--- src/rtl/radio_frame_sched.sv ---
// radio_frame_sched: slot-based serial frame builder with sample FIFO; optional CRC slot via RADIO_FRAME_CRC_EN
module radio_frame_sched #(
  parameter logic [7:0] SYNC_WORD  = 8'hA5,
  parameter int         DATA_SLOTS = 16,
  parameter logic [7:0] FILL_WORD  = 8'hFF,
  parameter logic [7:0] HK_IDLE    = 8'h00
) (
  input  logic       SYS_CLK,
  input  logic       RST_N,
  input  logic       EN,
  input  logic [7:0] SAMPLE,
  input  logic       SAMPLE_VALID,
  input  logic [7:0] HK_DATA,
  input  logic       HK_REQ,
  output logic       HK_ACK,
  output logic       DATA_OUT,
  output logic       SYNC,
  output logic       MISC,
  output logic [7:0] OVF_CNT
);
  typedef enum logic [2:0] {
    IDLE,
    SYNC_SLOT,
    HK_SLOT,
    DATA_SLOT
`ifdef RADIO_FRAME_CRC_EN
    , CRC_SLOT
`endif
  } state_t;
  state_t state, state_nxt, frame_next;
  logic [2:0] bit_cnt;
  logic [7:0] slot_cnt;
  logic [7:0] word, word_nxt, tail_word;
  logic       slot_end, last_data, enter;
  logic [7:0] mem [4];
  logic [1:0] rd_ptr, wr_ptr;
  logic [2:0] count;
  logic       full, empty, push, pop, push_ok;
`ifdef RADIO_FRAME_CRC_EN
  logic [7:0] crc, crc_nxt;
  logic       fb;
  // serial CRC-8 (x^8+x^2+x+1) over the bit currently on the line in HK and data slots
  always_comb begin
    fb = crc[7] ^ word[bit_cnt];
    crc_nxt = (state == HK_SLOT || state == DATA_SLOT) ? ({crc[6:0], 1'b0} ^ (fb ? 8'h07 : 8'h00)) : crc;
    tail_word = crc_nxt;
  end
  // CRC restarts every frame during the sync slot
  always_ff @(posedge SYS_CLK or negedge RST_N)
    if (!RST_N) crc <= 8'h00;
    else crc <= (state == SYNC_SLOT) ? 8'h00 : crc_nxt;
`else
  assign tail_word = 8'h00;
`endif
  // slot sequencing, slot word selection and FIFO handshakes
  always_comb begin
    slot_end = (state != IDLE) && (bit_cnt == 3'd7);
    last_data = slot_cnt == 8'(DATA_SLOTS - 1);
    frame_next = EN ? SYNC_SLOT : IDLE;
    state_nxt = state;
    case (state)
      IDLE:      state_nxt = frame_next;
      SYNC_SLOT: if (slot_end) state_nxt = HK_SLOT;
      HK_SLOT:   if (slot_end) state_nxt = DATA_SLOT;
`ifdef RADIO_FRAME_CRC_EN
      DATA_SLOT: if (slot_end && last_data) state_nxt = CRC_SLOT;
      CRC_SLOT:  if (slot_end) state_nxt = frame_next;
`else
      DATA_SLOT: if (slot_end && last_data) state_nxt = frame_next;
`endif
      default:   state_nxt = IDLE;
    endcase
    enter = (state == IDLE) ? EN : (slot_end && state_nxt != IDLE);
    full = count == 3'd4;
    empty = count == 3'd0;
    pop = enter && state_nxt == DATA_SLOT && !empty;
    push = SAMPLE_VALID && state != IDLE;
    push_ok = push && (!full || pop);
    word_nxt = (state_nxt == SYNC_SLOT) ? SYNC_WORD :
               (state_nxt == HK_SLOT)   ? (HK_REQ ? HK_DATA : HK_IDLE) :
               (state_nxt == DATA_SLOT) ? (empty ? FILL_WORD : mem[rd_ptr]) : tail_word;
  end
  // state, bit/slot counters and registered line outputs
  always_ff @(posedge SYS_CLK or negedge RST_N)
    if (!RST_N) begin
      state <= IDLE;
      bit_cnt <= 3'd0;
      slot_cnt <= 8'd0;
      word <= 8'h00;
      DATA_OUT <= 1'b0;
      SYNC <= 1'b0;
      MISC <= 1'b0;
      HK_ACK <= 1'b0;
    end else begin
      state <= state_nxt;
      bit_cnt <= (state == IDLE || state_nxt == IDLE) ? 3'd0 : bit_cnt + 3'd1;
      slot_cnt <= (state_nxt == HK_SLOT) ? 8'd0 : (state == DATA_SLOT && slot_end) ? slot_cnt + 8'd1 : slot_cnt;
      if (enter) word <= word_nxt;
      DATA_OUT <= (state_nxt == IDLE) ? 1'b0 : enter ? word_nxt[0] : word[bit_cnt + 3'd1];
      SYNC <= enter && state_nxt == SYNC_SLOT;
      MISC <= (state_nxt == IDLE) ? 1'b0 : enter ? (state_nxt == DATA_SLOT && empty) : MISC;
      HK_ACK <= enter && state_nxt == HK_SLOT && HK_REQ;
    end
  // FIFO pointers and occupancy; flushed whenever the scheduler is idle
  always_ff @(posedge SYS_CLK or negedge RST_N)
    if (!RST_N) begin
      rd_ptr <= 2'd0;
      wr_ptr <= 2'd0;
      count <= 3'd0;
    end else if (state_nxt == IDLE) begin
      rd_ptr <= 2'd0;
      wr_ptr <= 2'd0;
      count <= 3'd0;
    end else begin
      if (push_ok) wr_ptr <= wr_ptr + 2'd1;
      if (pop) rd_ptr <= rd_ptr + 2'd1;
      count <= count + {2'b00, push_ok} - {2'b00, pop};
    end
  // FIFO storage; head is read before a same-edge write into a full FIFO lands
  always_ff @(posedge SYS_CLK)
    if (push_ok && state_nxt != IDLE) mem[wr_ptr] <= SAMPLE;
  // saturating drop counter, cleared only by reset
  always_ff @(posedge SYS_CLK or negedge RST_N)
    if (!RST_N) OVF_CNT <= 8'h00;
    else if (push && full && !pop && OVF_CNT != 8'hFF) OVF_CNT <= OVF_CNT + 8'h01;
endmodule

--- config.mk ---
export PLATFORM = sky130hd
export DESIGN_NAME = radio_frame_sched
export DESIGN_NICKNAME = d
export VERILOG_FILES = /design/src/rtl/radio_frame_sched.sv
export SDC_FILE = /design/constraint.sdc
export NUM_CORES = 1
export LEC_CHECK = 0
export ABC_AREA = 1
export BUFFER_PORTS_ARGS = -buffer_cell sky130_fd_sc_hd__buf_2
export CAP_MARGIN = 25
export CORE_AREA = 3 3 114 72
export DETAILED_ROUTE_END_ITERATION = 12
export DIE_AREA = 0 0 117 75
export HOLD_SLACK_MARGIN = 0.06
export PLACE_DENSITY = 0.71
export SLEW_MARGIN = 40
export SYNTH_ARGS = -nofsm -noshare
export SYNTH_HDL_FRONTEND = slang
export SYNTH_SLANG_ARGS = --single-unit
--- constraint.sdc ---
create_clock -name SYS_CLK -period 2.7 [get_ports SYS_CLK]
set_input_delay 0.27 -clock SYS_CLK [delete_from_list [all_inputs] [get_ports SYS_CLK]]
set_output_delay 0.27 -clock SYS_CLK [all_outputs]
set_load 0.02 [all_outputs]
-- Word level (Yosys, flattened, before mapping)
Memory sizes are Yosys's and may differ from the RTL's.
Index checks and enable logic that the tools add are counted.
- memory bits (writable): 32
- input bits: 21
- register bits after elaboration: 41
- memories kept: 1
- equal/unequal tests: 10
- reduce and logical (&&, ||, !) cells: 30
- multiplexer cells: 27
- magnitude comparators: 1
- add/sub/neg operators: 7
- memories (memory ; depth ; width ; read ports ; clocked after memory_dff ; wr ports ; line ; RTL):
    mem ; 4 ; 8 ; 1 ; 0 ; 1 ; 35 ; logic [7:0] mem [4];
- operator list (cell ; number):
    $mux W8 ; 7
    $add A8 B1 Y8 const B ; 2
    $logic_and A1 B1 Y1 ; 16
    $mux W3 ; 5
    $eq A3 B2 Y1 const B ; 4
    $pmux W3 S4 ; 1
    $logic_not A3 Y1 ; 3
    $mux W1 ; 9
    $eq A8 B4 Y1 const B ; 1
    $mux W2 ; 4
    $ne A8 B8 Y1 const B ; 1
    $reduce_bool A2 Y1 ; 4
    $eq A3 B1 Y1 const B ; 2
    $eq A3 B3 Y1 const B ; 2
    $reduce_bool A3 Y1 ; 2
    $add A2 B1 Y2 const B ; 2
    $lt A3 B4 Y1 const B ; 1
    $add A3 B1 Y3 ; 1
    $add A3 B1 Y3 const B ; 1
    $bmux W1 S3 ; 1
    $logic_not A1 Y1 ; 3
    $sub A3 B1 Y3 ; 1
    $logic_or A1 B1 Y1 ; 2

-- Longest topological paths before layout
Gate-level depths: netlist of the first run.
- word-level depth: 15
- depth in mapped cells: 18
- mapped depth without buffers: 18

-- Least setup slack after synthesis of the first run
Ideal clock, no wire load.
- kind: register to register
- start: reg bit_cnt[0]
- end: reg count[2]
- period minus slack after synthesis: 2.650 ns
- cell stages (with the launch flop): 19
- arrival time: 2.537 ns
- setup slack: 0.050 ns
- setup time: 0.113 ns
- cell sequence: dfrtp_1 > ha_1 > ha_1 > inv_1 > nand3_1 > nand2_1 > nor2_4 > nand2_4 > o211ai_4 > nand2_4 > nand2_1 > ha_1 > inv_1 > ha_1 > inv_1 > fa_1 > xnor2_1 > nand2_1 > inv_1
- word-level cells in the longest chain between the ends: 15
- elaborated cells on any way between the ends: 19
- those cells by class: add/sub (2); eq/ne (2); mux (6); reduce/logical (9)
- ends and longest elaborated chain (what ; line ; RTL):
    from (decl) ; 31 ; logic [2:0] bit_cnt;
    from (signal assigned) ; 96 ; bit_cnt <= (state == IDLE || state_nxt == IDLE) ? 3'd0 : bit_cnt + 3'd1;
    $eq A3 B3 Y1 * ; 57 ; slot_end = (state != IDLE) && (bit_cnt == 3'd7);
    $logic_and A1 B1 Y1 * ; 57 ;
    $logic_and A1 B1 Y1 ; 69 ; DATA_SLOT: if (slot_end && last_data) state_nxt = frame_next;
    $mux W3 ; 69 ;
    $pmux W3 S4 * ; 61 ; case (state)
    named net state_nxt[0] ; 30 ; state_t state, state_nxt, frame_next;
    $reduce_bool A3 Y1 ; 73 ; enter = (state == IDLE) ? EN : (slot_end && state_nxt != IDLE);
    $logic_and A1 B1 Y1 ; 73 ;
    $mux W1 ; 73 ;
    $logic_and A1 B1 Y1 (2 in series) ; 76 ; pop = enter && state_nxt == DATA_SLOT && !empty;
    $logic_or A1 B1 Y1 ; 78 ; push_ok = push && (!full || pop);
    $logic_and A1 B1 Y1 ; 78 ;
    $add A3 B1 Y3 ; 117 ; count <= count + {2'b00, push_ok} - {2'b00, pop};
    $sub A3 B1 Y3 ; 117 ;
    $mux W3 * ; 110 ; end else if (state_nxt == IDLE) begin
    to (signal assigned) ; 117 ;
    to (decl) ; 37 ; logic [2:0] count;
Mark *: on every way through the listed nets, which the timed path passes. The rest lies on a longest branch.
A chain may end at the register's enable or synchronous reset.

-- Final worst setup path of the first run
- start: reg bit_cnt[0]
- end: reg count[1]
Same word-level chain as after synthesis.

==> flow_metrics.py, run 1 <==
metrics = {
    "status": {
        "status": "finished clean",
    },
    "route": {
        "drt.antenna.violating_nets": 0,
        "first_pass_iters": 5,
        "via_count": 2806,
        "drt_iter0_markers": 251,
        "drt-vias-per-instance": 5.255,
        "post-route-drc-count": 0,
        "wl_per_cell_um": 15.01,
        "drt_wl_total_um": 8014,
    },
    "job": {
        "cap_violations": 0,
    },
    "synth": {
        "seq_area_frac_synth_pct": 55.14,
        "synth_top_area_share_pct": 28.47,
        "synth_mux_area_share_pct": 0.5556,
        "synthSimpleGateAreaFrac_pct": 22.85,
        "synth_top_area_cell": "dfrtp_1",
        "synthTopCellsByArea": "dfrtp_1 (28%), edfxtp_1 (27%), nand2_1 (8.5%), inv_1 (4.9%), nand3_1 (4.6%)",
        "synthCells": 379,
        "syn-num-nets": 411,
        "post_synth.cell_area_avg_um2": 9.508,
        "ys_types": 34,
        "ys_warn_count": 0,
        "synth-xor-area-share_pct": 2.431,
        "synth_fa_ha_area_share_pct": 4.028,
        "synth-compound-area-share_pct": 8.750,
        "netlist_area_um2": 3603,
        "synth_seq_cells": 73,
        "synth_top_family_by_area": "simple AND/OR/NAND/NOR gates",
    },
    "sta": {
        "timing.final.crit_share_pct": 95.77,
        "finalSetupViolations": 0,
        "hold_viol": 0,
        "max_slew.worst_pin.slew_ns": 0.6652,
        "min_period_ns": 2.586,
        "fin_ws_ns": 0.1142,
        "skew_ns": 0.008036,
        "finalMaxSlewViolations": 0,
        "fmax_ghz": 0.3867,
        "fin_setup_tns_ns": 0,
        "relSlewSlack_pct": 55.49,
        "rsz0062_at_grt": "true",
    },
    "die": {
        "core-area_um2": 7207,
        "fp-row-count": 24,
        "io-pin-count": 33,
        "die-area_um2": 8775,
        "die_w_um": 117,
        "die_h_um": 75,
        "initial_core_util_pct": 50.00,
    },
    "layout": {
        "layout-drive-gt1-share_pct": 24.60,
        "diodes": 0,
        "syn_to_final_growth_pct": 22.33,
        "design_area_um2": 4408,
        "fin_cells": 534,
        "layout.nets": 470,
        "fillers": 603,
    },
    "critical_path": {
        "arrival_ns": 2.82,
        "cp_max_fo": 3,
        "crit_required_ns": 2.93,
        "cp_num_buf_inv": 5,
        "worstPathCellList": "ha_2 > ha_4 > inv_4 > a21oi_4 > nand2_2 > nand2_4 > nand2_4 > o211ai_4 > nand2_4 > nand2_4 > ha_4 > inv_2 > ha_4 > inv_2 > fa_2 > inv_2 > nand2_1 > inv_1",
        "critPathSlowestCell": "fa_2",
        "crit_type": "reg2reg",
        "critPathTopFamily": "adder cells",
        "start_kind": "flop",
        "end_kind": "flop",
        "timing.critical_path.mode_cell": "nand2_4",
        "max_stage_delay_ns": 0.53,
    },
    "clocking": {
        "cts_made_buffers": 9,
        "cts_buffer_depth": 2,
        "cts.sinks": 73,
        "htreeDepth": 3,
        "root_buffer": "clkbuf_16",
        "cts_tree": "done",
        "clock_latency_ns": 0.33,
        "path_clk_slew_ns": 0.06,
    },
    "placement": {
        "dpl_cell_area_um2": 3954,
        "place_inst": 509,
        "place_hpwl_um": 5685,
        "place_ws_ns": -0.07122,
        "portBuffers": 32,
        "place_congestion": 0.8025,
    },
    "power_and_ir_drop": {
        "power.density_nw_per_um2": 627.8,
        "p_leak_nw": 2.111,
        "ir_drop_uv": 315.6,
    },
    "grt": {
        "grt_pass1_wl_um": 13710,
        "grt_start_max_net_pins": 42,
        "grt_overflow": 0,
        "first_global_vias": 2748,
        "grt_use_total_pct": 20.86,
        "antenna_found_initial": 0,
    },
    "worst_hold_path": {
        "hold_path_class": "in2reg",
    },
}
==> routing by layer <==
layer,vias to the layer above,part of all wire (%),global-route usage (%)
li1,1373,-,-
met1,1338,46,29.46
met2,82,45,32.01
met3,13,7.4,4.659
met4,0,1.3,7.761
met5,-,0,0
==> per-stage QoR <==
step           util, %  hold WS [ns]  power, W
3_5_place_dp     54.86        0.2904  0.001483
2_1_floorplan        -      -0.02559  0.001382
4_1_cts          60.02        0.1423  0.002776
5_1_grt          61.16        0.1504  0.002871
6_report         61.16        0.1519  0.002767
3_3_place_gp     54.83        0.4636  0.001472
==> synth_stat cells <==
cell / count
a21oi_1: 11
a21oi_4: 1
a22oi_1: 2
buf_2: 1
clkbuf_1: 5
conb_1: 1
dfrtp_1: 41
edfxtp_1: 32
fa_1: 1
ha_1: 10
inv_1: 47
inv_2: 4
inv_4: 1
mux2i_1: 2
nand2_1: 82
nand2_2: 3
nand2_4: 6
nand3_1: 33
nand3_2: 2
nand3b_1: 1
nand4_1: 7
nor2_1: 28
nor2_2: 2
nor2_4: 2
nor3_1: 3
o211ai_1: 10
o211ai_4: 1
o21ai_0: 17
o21ai_1: 3
o221ai_1: 2
o31ai_1: 2
or2_2: 6
xnor2_1: 4
xor2_1: 6
==> flip-flops by register name (all words and copies together), names as in the netlist <==
signal	flops
slot_cnt	8
count	3
state	3
MISC	1
bit_cnt	3
OVF_CNT	8
wr_ptr	2
rd_ptr	2
HK_ACK	1
mem	32
DATA_OUT	1
word	8
SYNC	1
==> kinds of logic after synthesis <==
group / count (synthesis)
xor gates and xnor gates: 10
buffers and inverters: 58
AOI/OAI and AO/OA: 49
muxes: 2
adders and majority gates: 11
other: 1
DFF: 73
and+or+nand+nor: 175
==> cell type report <==
| type | count | area (um^2) | area share, % |
|---|---|---|---|
| Clock buffer | 9 | 225.2 | 5.109 |
| Clock inverter | 7 | 101.3 | 2.299 |
| Inverter | 52 | 200.2 | 4.542 |
| Multi-Input combinational cell | 248 | 1450 | 32.90 |
| Sequential cell | 73 | 1987 | 45.08 |
| Tap cell | 91 | 113.9 | 2.583 |
| Timing Repair Buffer | 54 | 330.3 | 7.494 |
==> power by group <==
part | total [W] | leakage [nW] | internal, W | switching [W]
Clock | 0.00129 | 0.153 | 0.000816 | 0.000476
Sequential | 0.00123 | 0.839 | 0.00120 | 0.0000314
Combinational | 0.000244 | 1.12 | 0.0000888 | 0.000155
Total | 0.00277 | 2.11 | 0.00211 | 0.000662
==> placed cells by master, fill, tap and decap left out, types with 3 or more instances in the layout <==
| cell type | count |
|---|---|
| or2_2 | 6 |
| xnor2_1 | 4 |
| nand2_2 | 4 |
| nor2_1 | 27 |
| buf_4 | 22 |
| clkbuf_16 | 9 |
| a21oi_1 | 11 |
| dfrtp_1 | 41 |
| nor2_2 | 3 |
| ha_1 | 6 |
| o21ai_1 | 3 |
| nor3_1 | 3 |
| inv_2 | 7 |
| nand2_4 | 7 |
| xor2_1 | 6 |
| ha_4 | 3 |
| edfxtp_1 | 32 |
| o211ai_1 | 10 |
| nand3_1 | 33 |
| nand2_1 | 80 |
| inv_1 | 43 |
| o21ai_0 | 17 |
| buf_2 | 31 |
| nand4_1 | 7 |
==> path summary, 6_finish.rpt <==
kind / startpoint / end / slack [ns] / depth (start not counted)
worst max-delay path: bit_cnt[0]$_DFF_PN0_ / count[1]$_DFF_PN0_ / 0.11 / 18
worst min-delay path: SAMPLE[4] / mem[2][4]$_DFFE_PP_ / 0.15 / 1
worst max register to register: bit_cnt[0]$_DFF_PN0_ / count[1]$_DFF_PN0_ / 0.11 / 18
worst min register to register: word[0]$_DFFE_PN0P_ / word[0]$_DFFE_PN0P_ / 0.49 / 2
max in group asynchronous: RST_N / DATA_OUT$_DFF_PN0_ / 1.87 / 2
min in group asynchronous: RST_N / slot_cnt[6]$_DFFE_PN0P_ / 0.46 / 2
==> repair_timing <==
| item | 4_1_cts | 5_1_grt |
|---|---|---|
| endpoints found under the hold margin | 41 | 0 |
| setup buffers | 4 | 4 |
| hold buffers | 1 | 0 |
| resized for setup | 3 | 13 |
| pin swaps | 1 | 9 |
| cloned | 0 | 0 |
| endpoints found under the setup margin | 2 | 2 |
No activity file was read; power rests on OpenSTA's default activity.
==> run 2: changes to the inputs <==
Settings changed: CORE_AREA 3 3 114 72 to 2 2 113 71, DIE_AREA 0 0 117 75 to 0 0 115 73, PLACE_DENSITY 0.71 to not set, PLACE_DENSITY_LB_ADDON set to 0.15.
==> run 2 against run 1 <==
Effect of this change: maximum frequency down 1.3%; register-to-register slack worse by 0.04 ns; core utilization down 2.5 points; combinational power down 2%; clock skew down 0.0026 ns; worst hold slack worse by 0.0013 ns; wire length down 3.1%; global-route usage down 0.95 points; design area down 0.17%; sequential power about the same; clock power down 3%; final cell count unchanged; highest routed layer unchanged.
==> flow_metrics.py, run 2 (synthesized netlist as in run 1, its figures left out) <==
metrics = {
    "sta": {
        "finalMaxSlewViolations": 0,
        "holdWs_ns": 0.1506,
        "timing.final.crit_share_pct": 97.07,
        "min_period_ns": 2.621,
        "skew_ns": 0.005389,
        "hold_viol": 0,
        "relSlewSlack_pct": 51.65,
        "fin_ws_ns": 0.07905,
        "fin_setup_tns_ns": 0,
        "fmax_ghz": 0.3815,
        "finalSetupViolations": 0,
        "max_slew.worst_pin.slew_ns": 0.7225,
        "rsz0062_at_grt": "true",
    },
    "die": {
        "initial_core_util_pct": 48.00,
        "fp-row-count": 25,
        "io-pin-count": 33,
        "die_w_um": 115,
        "die-area_um2": 8395,
        "die_h_um": 73,
        "core-area_um2": 7507,
    },
    "layout": {
        "syn_to_final_growth_pct": 22.12,
        "layout-drive-gt1-share_pct": 24.32,
        "diodes": 0,
        "layout.nets": 467,
        "multiInputGateArea_um2": 1463,
        "fin_cells": 534,
        "final_common_cell": "nand2_1",
        "top_register": "mem",
        "largest_register_ffs": 32,
        "final_cell_mix": "nand2_1 (79), inv_1 (42), dfrtp_1 (41)",
        "final_core_util_pct": 58.62,
        "fillers": 636,
        "regArea_um2": 1987,
    },
    "worst_hold_path": {
        "hold_path_class": "in2reg",
    },
    "power_and_ir_drop": {
        "p_leak_nw": 2.101,
        "power.density_nw_per_um2": 618.3,
        "ir_drop_uv": 390.0,
    },
    "critical_path": {
        "r2r_start": "bit_cnt[0]$_DFF_PN0_",
        "arrival_ns": 2.86,
        "crit_type": "reg2reg",
        "rr_worst_depth": 18,
        "start_kind": "flop",
        "crit_required_ns": 2.93,
        "reg2reg_setup_slack_ns": 0.08,
        "r2r_end": "count[1]$_DFF_PN0_",
        "crit_path_end": "count[1]$_DFF_PN0_",
        "startpoint": "bit_cnt[0]$_DFF_PN0_",
        "cp_max_fo": 3,
        "end_kind": "flop",
    },
    "placement": {
        "place_congestion": 0.8040,
        "portBuffers": 32,
        "place_ws_ns": -0.01923,
        "place_hpwl_um": 5511,
        "place_inst": 514,
    },
    "route": {
        "via_count": 2711,
        "first_pass_iters": 4,
        "drt-vias-per-instance": 5.077,
        "wl_per_cell_um": 14.54,
        "post-route-drc-count": 0,
        "drt.antenna.violating_nets": 0,
        "drt_iter0_markers": 185,
        "drt_wl_total_um": 7765,
    },
    "grt": {
        "grt_overflow": 0,
        "grt_start_max_net_pins": 42,
        "antenna_found_initial": 0,
        "grt_pass1_wl_um": 12390,
        "first_global_vias": 2455,
        "grt_use_total_pct": 19.91,
    },
    "clocking": {
        "htreeDepth": 3,
        "clock_latency_ns": 0.34,
        "cts.sinks": 73,
        "cts_made_buffers": 9,
        "cts_tree": "done",
        "root_buffer": "clkbuf_16",
        "path_clk_slew_ns": 0.06,
        "cts_buffer_depth": 2,
    },
    "job": {
        "cap_violations": 0,
    },
    "status": {
        "status": "finished clean",
    },
}
-- run 2: routing by layer --
metal  GRT usage (%)  wire length (um)
met5               0                 0
met4           6.560               106
met3           5.980               408
met2           26.60              3231
met1           30.54              4018
-- run 2: how the worst min path moves through the flow --
stage                             start                 endpoint  cells after the start
floorplan                         RST_N       DATA_OUT$_DFF_PN0_                      0
global placement    word[2]$_DFFE_PN0P_      word[2]$_DFFE_PN0P_                      2
detailed placement                RST_N  slot_cnt[6]$_DFFE_PN0P_                      1
CTS                           SAMPLE[5]      mem[1][5]$_DFFE_PP_                      1
global route                  SAMPLE[4]      mem[2][4]$_DFFE_PP_                      1
finish                        SAMPLE[7]      mem[2][7]$_DFFE_PP_                      1
-- run 2: cell type report --
class | count | share of cell area [%]
clock inverter | 6 | 1.905
tap | 94 | 2.673
inverter | 52 | 4.549
timing repair buffer | 51 | 7.279
clock buffer | 10 | 5.203
multi-input combinational | 248 | 33.24
sequential | 73 | 45.15
-- run 2: report_power, final --
group          total, W  internal [W]  switching, W
clock network   0.00125      0.000803      0.000447
registers       0.00123       0.00120     0.0000308
logic          0.000240     0.0000866      0.000153
total           0.00272       0.00209      0.000630
-- run 2: what timing repair did --
action / in CTS / in global routing
gates cloned: 0 / 0
pin swaps: 5 / 8
endpoints found under the setup margin: 2 / 2
hold endpoints to repair: 41 / 0
hold buffers: 1 / 0
buffers inserted: 1 / 2
gates resized for setup: 4 / 15
-- run 2: critical path, cell delays in order (launching register included) --
cell,delay [ns]
dfrtp_1,0.36
ha_2,0.21
ha_4,0.16
inv_4,0.05
a21oi_4,0.15
nand2_2,0.08
nand2_4,0.10
nand2_4,0.06
o211ai_4,0.13
nand2_4,0.10
nand2_4,0.10
ha_4,0.19
inv_2,0.06
ha_4,0.11
inv_2,0.03
fa_2,0.52
inv_2,0.03
nand2_2,0.05
inv_2,0.02
-- run 2: metrics by stage --
step,area (um^2),power (W)
5_1_grt,4400,0.002830
2_1_floorplan,3603,0.001382
4_1_cts,4323,0.002735
3_5_place_dp,3973,0.001479
3_3_place_gp,3970,0.001475
6_report,4400,0.002721
